[src/rtl/mss_subsystem_sb_ccc_reset_sequencer.sv]
// mss_subsystem_sb_ccc_reset_sequencer: qualifies CCC PLL lock and releases staged resets in order, counting lock losses
module mss_subsystem_sb_ccc_reset_sequencer #(
  parameter int LOCK_STABLE_CYCLES = 1024,
  parameter int STAGE_DELAY        = 16,
  parameter int NUM_STAGES         = 3,
  parameter int LOSS_CNT_W         = 8
) (
  input  logic                  CLK,
  input  logic                  RESET,
  input  logic                  PLL_LOCK,
  input  logic                  SW_RESET_REQ,
  output logic [NUM_STAGES-1:0] STAGE_RST,
  output logic                  READY,
  output logic [LOSS_CNT_W-1:0] LOCK_LOSS_COUNT,
  output logic [1:0]            SEQ_STATE
);
  localparam int SCW = $clog2(LOCK_STABLE_CYCLES);
  localparam int DW  = STAGE_DELAY > 1 ? $clog2(STAGE_DELAY) : 1;
  typedef enum logic [1:0] {HOLD = 2'b00, STABILIZE = 2'b01, RELEASE = 2'b10, RUN = 2'b11} state_t;
  state_t                state_q, state_d;
  logic [1:0]            sync_q, sync_d;
  logic [SCW-1:0]        stable_q, stable_d;
  logic [DW-1:0]         delay_q, delay_d;
  logic [NUM_STAGES-1:0] rst_q, rst_d, shifted;
  logic [LOSS_CNT_W-1:0] loss_q, loss_d;
  logic                  lock_s, active, abort;
  // Stage resets form a shift register: each release shifts a 0 in from bit 0.
  always_comb begin
    sync_d   = {sync_q[0], PLL_LOCK};
    lock_s   = sync_q[1];
    active   = state_q != HOLD;
    abort    = active && (!lock_s || SW_RESET_REQ);
    loss_d   = loss_q + LOSS_CNT_W'(active && !lock_s && loss_q != '1);
    shifted  = rst_q << 1;
    state_d  = state_q;
    stable_d = '0;
    delay_d  = '0;
    rst_d    = rst_q;
    if (abort) begin
      state_d = HOLD;
      rst_d   = '1;
    end else begin
      case (state_q)
        HOLD: begin
          rst_d   = '1;
          state_d = lock_s ? STABILIZE : HOLD;
        end
        STABILIZE: begin
          if (stable_q == SCW'(LOCK_STABLE_CYCLES - 1)) begin
            rst_d   = shifted;
            state_d = shifted == '0 ? RUN : RELEASE;
          end else stable_d = stable_q + 1'b1;
        end
        RELEASE: begin
          if (delay_q == DW'(STAGE_DELAY - 1)) begin
            rst_d   = shifted;
            state_d = shifted == '0 ? RUN : RELEASE;
          end else delay_d = delay_q + 1'b1;
        end
        default: ;
      endcase
    end
  end
  always_ff @(posedge CLK) begin
    if (RESET) begin
      state_q  <= HOLD;
      sync_q   <= '0;
      stable_q <= '0;
      delay_q  <= '0;
      rst_q    <= '1;
      loss_q   <= '0;
    end else begin
      state_q  <= state_d;
      sync_q   <= sync_d;
      stable_q <= stable_d;
      delay_q  <= delay_d;
      rst_q    <= rst_d;
      loss_q   <= loss_d;
    end
  end
  assign STAGE_RST       = rst_q;
  assign READY           = state_q == RUN;
  assign LOCK_LOSS_COUNT = loss_q;
  assign SEQ_STATE       = state_q;
endmodule
[config.mk]
export PLATFORM = sky130hd
export DESIGN_NAME = mss_subsystem_sb_ccc_reset_sequencer
export DESIGN_NICKNAME = d
export VERILOG_FILES = /design/src/rtl/mss_subsystem_sb_ccc_reset_sequencer.sv
export SDC_FILE = /design/constraint.sdc
export NUM_CORES = 1
export LEC_CHECK = 0
export ABC_AREA = 1
export CORE_MARGIN = 1.5
export CORE_UTILIZATION = 46
export DETAILED_ROUTE_END_ITERATION = 10
export MAX_ROUTING_LAYER = met4
export PLACE_DENSITY = 0.69
export SETUP_SLACK_MARGIN = 0.05
export SLEW_MARGIN = 25
export SYNTH_ARGS = -nofsm -noshare
export SYNTH_HDL_FRONTEND = slang
export SYNTH_SLANG_ARGS = --single-unit
[constraint.sdc]
create_clock -name CLK -period 2.4 [get_ports CLK]
set_clock_uncertainty 0.2 [all_clocks]
set_input_delay 0.36 -clock CLK [delete_from_list [all_inputs] [get_ports CLK]]
set_output_delay 0.36 -clock CLK [all_outputs]
set_load 0.02 [all_outputs]
# Word-level counts from Yosys, hierarchy flattened
# Cells that the tools add are included.
[word_totals] register_bits=29 out_inout_bits=14 in_bits=4
[op_classes] bitwise_logic=2 reduce_logical=13 eq_ne=8 n_mux=8 add_sub_neg=3
[op_table] cell="$add A10 B1 Y10 const B" n=1
[op_table] cell="$eq A10 B10 Y1 const B" n=1
[op_table] cell="$pmux W3 S3" n=1
[op_table] cell="$add A8 B1 Y8" n=1
[op_table] cell="$ne A8 B8 Y1 const B" n=1
[op_table] cell="$reduce_or A4 Y1" n=2
[op_table] cell="$mux W3" n=2
[op_table] cell="$pmux W2 S3" n=1
[op_table] cell="$add A4 B1 Y4 const B" n=1
[op_table] cell="$eq A2 B2 Y1 const B" n=2
[op_table] cell="$eq A4 B4 Y1 const B" n=1
[op_table] cell="$mux W2" n=2
[op_table] cell="$ne A2 B2 Y1 const B" n=2
[op_table] cell="$logic_and A1 B1 Y1" n=3
[op_table] cell="$logic_not A3 Y1" n=1
[op_table] cell="$reduce_and A3 Y1" n=1
[op_table] cell="$reduce_bool A3 Y1" n=1
[op_table] cell="$eq A2 B1 Y1 const B" n=1
[op_table] cell="$logic_not A2 Y1" n=1
[op_table] cell="$mux W1" n=2
[op_table] cell="$not A1 Y1" n=2
[op_table] cell="$reduce_bool A2 Y1" n=1
[op_table] cell="$reduce_or A2 Y1" n=1
[op_table] cell="$logic_not A1 Y1" n=1
[op_table] cell="$logic_or A1 B1 Y1" n=1

# Longest topological paths before layout
# Gate-level depths: netlist (run 1).
[depth] depth_word=4 ltp_mapped=10

# Worst setup path after synthesis (run 1)
# OpenSTA, ideal clock, no wires.
[synth_timing] path_type="flip-flop to flip-flop" from="reg state_q[0], in the netlist SEQ_STATE[0]" to="reg loss_q[4], in the netlist LOCK_LOSS_COUNT[4]" setup_slack_ns=0.336 stages_incl_launch_ff=11 n_path_buf=0 synth_period_minus_slack_ns=2.064 arrival_ns=1.747 setup_time_ns=0.117 cell_sequence="dfxtp_1 > inv_1 > ha_1 > a211oi_1 > ha_1 > ha_1 > nand2_1 > inv_1 > nand2_1 > o21bai_1 > a21oi_1"
[synth_between] elab_chain_len=4
[synth_lines] item="start, declared" line_no="20" source="state_t state_q, state_d;"
[synth_lines] item="start signal, assigned" line_no="73" source="state_q <= state_d;"
[synth_lines] item="$reduce_bool A2 Y1" line_no="31" source="active = state_q != HOLD;"
[synth_lines] item="$logic_and A1 B1 Y1 (2 in series)" line_no="33" source="loss_d = loss_q + LOSS_CNT_W'(active && !lock_s && loss_q != '1);"
[synth_lines] item="$add A8 B1 Y8" line_no="33"
[synth_lines] item="end signal, assigned" line_no="78" source="loss_q <= loss_d;"
[synth_lines] item="end, declared" line_no="25" source="logic [LOSS_CNT_W-1:0] loss_q, loss_d;"
# Every way passes these cells.
# A chain may end at the register's enable or synchronous reset.

# Worst setup path in the final report (run 1)
[layout_timing] from="reg state_q[0], in the netlist SEQ_STATE[0]" to="reg loss_q[7], in the netlist LOCK_LOSS_COUNT[7]"
# The elaborated chain is that of the path after synthesis.

==> metrics.csv, run 1 <==
stage,metric,value,unit
run_status,status,"finished, final reports clean",
logic_synthesis,cell area after synthesis,0.001350,mm2
layout,fraction of final layout cells sized beyond drive strength 1,11.11,%
clock_network,clock input transition at the sequential cells of the worst setup and hold paths,0.09,ns
route,first-iteration detailed-routing DRC count,35,
pwr,Psw,0.3999,mW
pwr,power share of the combinational group,29.7,%
clock_network,CTS Hold Bufs,0,
logic_synthesis,share of synthesized area occupied by flip-flops and latches,43.00,%
worst_hold_path,min-delay worst type,reg -> reg,
logic_synthesis,number of instances in the synthesized netlist,165,
route,Remaining DRCs,0,
route,drt pass-1 iters,4,
worst_setup_path,critical path startpoint category,flop,
route,post-route antenna net violation count,0,
pwr,"IR drop worst, VDD",0.6852,mV
floorplan,effective utilization at floorplan,48.54,%
layout,Layout area overhead,19.83,%
clock_network,clock tree sinks,29,
clock_network,CTS tree,built,
logic_synthesis,number of synthesized register bits,29,
floorplan,I/O pin total,18,
worst_setup_path,longest individual stage delay on the worst path,0.39,ns
sta,Final Cycle Share,87.56,%
global_routing,global-route usage over all layers,16.89,%
worst_setup_path,R2R setup slack,0.30,ns
route,routed wirelength normalized by instance count,11.06,um
logic_synthesis,count of different cell masters after synthesis,26,
sta,hold violation total from the final report,0,
sta,unrepaired setup endpoints after global routing,no,
floorplan,area enclosed by the die boundary,0.003269,mm2
logic_synthesis,proportion of synthesized flip-flops having asynchronous set or reset,0,%
worst_setup_path,CP endpoint kind,flop,
worst_setup_path,WP data arrival,2.12,ns
pwr,Internal Power,0.8042,mW
logic_synthesis,"Avg Cell Area, Syn",8.182,um2
global_routing,residual overflow from global routing,0,
worst_setup_path,buffering stage count on the worst path with inverters included,2,
floorplan,Die Span X,57.18,um
logic_synthesis,number of flops mapped to enable cells by yosys,0,
floorplan,area of the core region,0.002781,mm2
pwr,static leakage,0.6175,nW
placed_design,final HPWL from detailed placement,1828,um
clock_network,Root Driver,clkbuf_4,
logic_synthesis,predominant post-synthesis flop cell,dfxtp_1,
worst_setup_path,Worst path top cell family by delay,adder cells,
clock_network,number of buffers created by CTS,5,
clock_network,# H-tree levels,2,
layout,ant diodes,0,
global_routing,initial antenna violation count,0,
clock_network,total setup buffers inserted after CTS,0,
pwr,sequential fraction of design power,45.6,%
placed_design,Port Buffer Count,17,
sta,setup TNS after final layout,0,ns
placed_design,Cells after DPL,213,
pwr,total chip power,1.204,mW
logic_synthesis,post-synth net total,177,
worst_setup_path,Worst Path Required,2.42,ns
global_routing,first-pass GRT wire length,4181,um
layout,total of fill cells in the finished design,259,
worst_setup_path,Crit Path Category,reg -> reg,
pwr,clock share of power,24.8,%
sta,measured slew at the worst slew-check pin,0.3416,ns
sta,pins over their slew limit,0,
worst_setup_path,cell-by-cell listing of the critical path,inv_1 -> ha_1 -> a211oi_1 -> ha_1 -> inv_1 -> nor2_1 -> nand4_1 -> xor2_1 -> nor2_1,
global_routing,number of global-route vias before repair,1040,
clock_network,clock buffer depth,2,
clock_network,clock insertion delay at the later pin of the skew report,0.32,ns
job,reported max-cap violation count,0,
logic_synthesis,Synthesis Warnings,0,
sta,maximum clock frequency,475.9,MHz
placed_design,Routability Congestion,0.8088,
sta,post-layout min period,2.101,ns
worst_setup_path,slowest CP cell,dfxtp_1,
worst_setup_path,top fanout value on the critical path,4,
clock_network,cts repair resizes,0,
floorplan,standard-cell row count,19,
layout,layout net count,201,
layout,Finished Core Util,58.16,%
pwr,switching share of power,33.21,%
sta,Final Setup Violations,0,
sta,relative slew slack,77.14,%
global_routing,largest net degree at the start of global routing,11,
layout,final cell count without fillers,220,
floorplan,chip height,57.18,um
pwr,total power density per cell area,744.3,mW/mm2
route,Vias per Instance,4.955,
route,detailed-route via count,1090,
route,total routed wirelength,2433,um
## per-layer routing
| metal | track usage, % | routed length, um |
|---|---|---|
| met5 | - | 0 |
| met4 | 7.973 | 38 |
| met3 | 4.989 | 117 |
| met2 | 27.26 | 1122 |
| met1 | 19.18 | 1154 |
## power groups by stage
| stage | Clock, mW | Sequential, mW | Combinational, mW |
|---|---|---|---|
| 6_report | 0.298 | 0.549 | 0.357 |
| 5_1_grt | 0.329 | 0.554 | 0.394 |
| 4_1_cts | 0.305 | 0.549 | 0.360 |
| 3_5_place_dp | 0 | 0.560 | 0.358 |
| 3_3_place_gp | 0 | 0.558 | 0.351 |
| 2_1_floorplan | 0 | 0.587 | 0.223 |
## layout by cell type, fill, tap and decap left out, types with 2 or more instances in the layout
| cell | n |
|---|---|
| nor3b_2 | 2 |
| nand2_2 | 2 |
| nand2_4 | 2 |
| inv_1 | 18 |
| xor2_1 | 5 |
| nor2_4 | 2 |
| nand4_1 | 2 |
| a21oi_1 | 8 |
| ha_1 | 8 |
| nor2_1 | 29 |
| or2_0 | 3 |
| nand2_1 | 28 |
| nor3_1 | 3 |
| clkbuf_4 | 5 |
| dfxtp_1 | 29 |
| nand3_1 | 12 |
| clkdlybuf4s50_1 | 17 |
| or2_2 | 2 |
## metrics by stage
stage,hold slack (ns),instance area (um2),setup slack [ns]
final,0.2134,1618,0.2986
after global routing,0.2208,1618,0.1276
after CTS,0.2157,1618,0.2703
after detailed placement,0.2083,1563,0.2810
after global placement,0.1944,1563,0.4327
after floorplan,0.1883,1350,0.3364
## worst reg2reg max path, delay by kind of cell (launching register included)
kind / cells / cell delay, ns
AOI/OAI and AO/OA: 1 / 0.25
and+or+nand+nor: 3 / 0.40
buffers and inverters: 2 / 0.15
xor gates and xnor gates: 1 / 0.16
DFF: 1 / 0.39
adders and majority gates: 2 / 0.46
## synthesized netlist by cell type (2+ instances only)
master	count	area share (%)
nand4_1	2	0.93
xor2_1	5	3.2
nand2_2	2	0.93
nand2_1	28	7.8
nand3_1	12	4.4
nor3b_2	2	1.9
nor3_1	3	1.1
nor2_1	29	8.1
dfxtp_1	29	43
nor2_4	2	1.7
ha_1	8	7.4
a21oi_1	8	3.0
or2_2	2	0.93
or2_0	3	1.4
inv_1	18	5.0
nand2_4	2	1.7
## final timing paths
path                     start            endpoint  cells after the start
setup reg to reg  SEQ_STATE[0]  LOCK_LOSS_COUNT[7]                      9
setup / recovery  SEQ_STATE[0]  LOCK_LOSS_COUNT[7]                      9
hold / removal       sync_q[0]           sync_q[1]                      2
hold reg to reg      sync_q[0]           sync_q[1]                      2
## kinds of logic after synthesis
group / synth area share (%)
simple gates: 34.75
fa+ha+maj: 7.415
xor+xnor: 3.244
compound gates: 6.303
flops: 43.00
buf+inv: 5.282
## cell type report
type | instances | area, um2 | share of cell area, %
clock buffer | 7 | 55.05 | 3.403
sequential | 29 | 580.6 | 35.89
timing repair buffer | 18 | 177.7 | 10.98
tap | 31 | 38.79 | 2.398
multi-input combinational | 117 | 698.2 | 43.16
inverter | 18 | 67.56 | 4.176
## flip-flops by register name, indices dropped and copies added, names as in the netlist
name,cells
SEQ_STATE,2
LOCK_LOSS_COUNT,8
delay_q,4
stable_q,10
STAGE_RST,3
sync_q,2
Note: power is estimated with default switching activity, not from simulation.
==> run 2: changes to the inputs <==
- HOLD_SLACK_MARGIN: default -> 0.15
==> results of run 2 <==
Same layout as run 1: the final DEF is identical, and so are final timing and power.
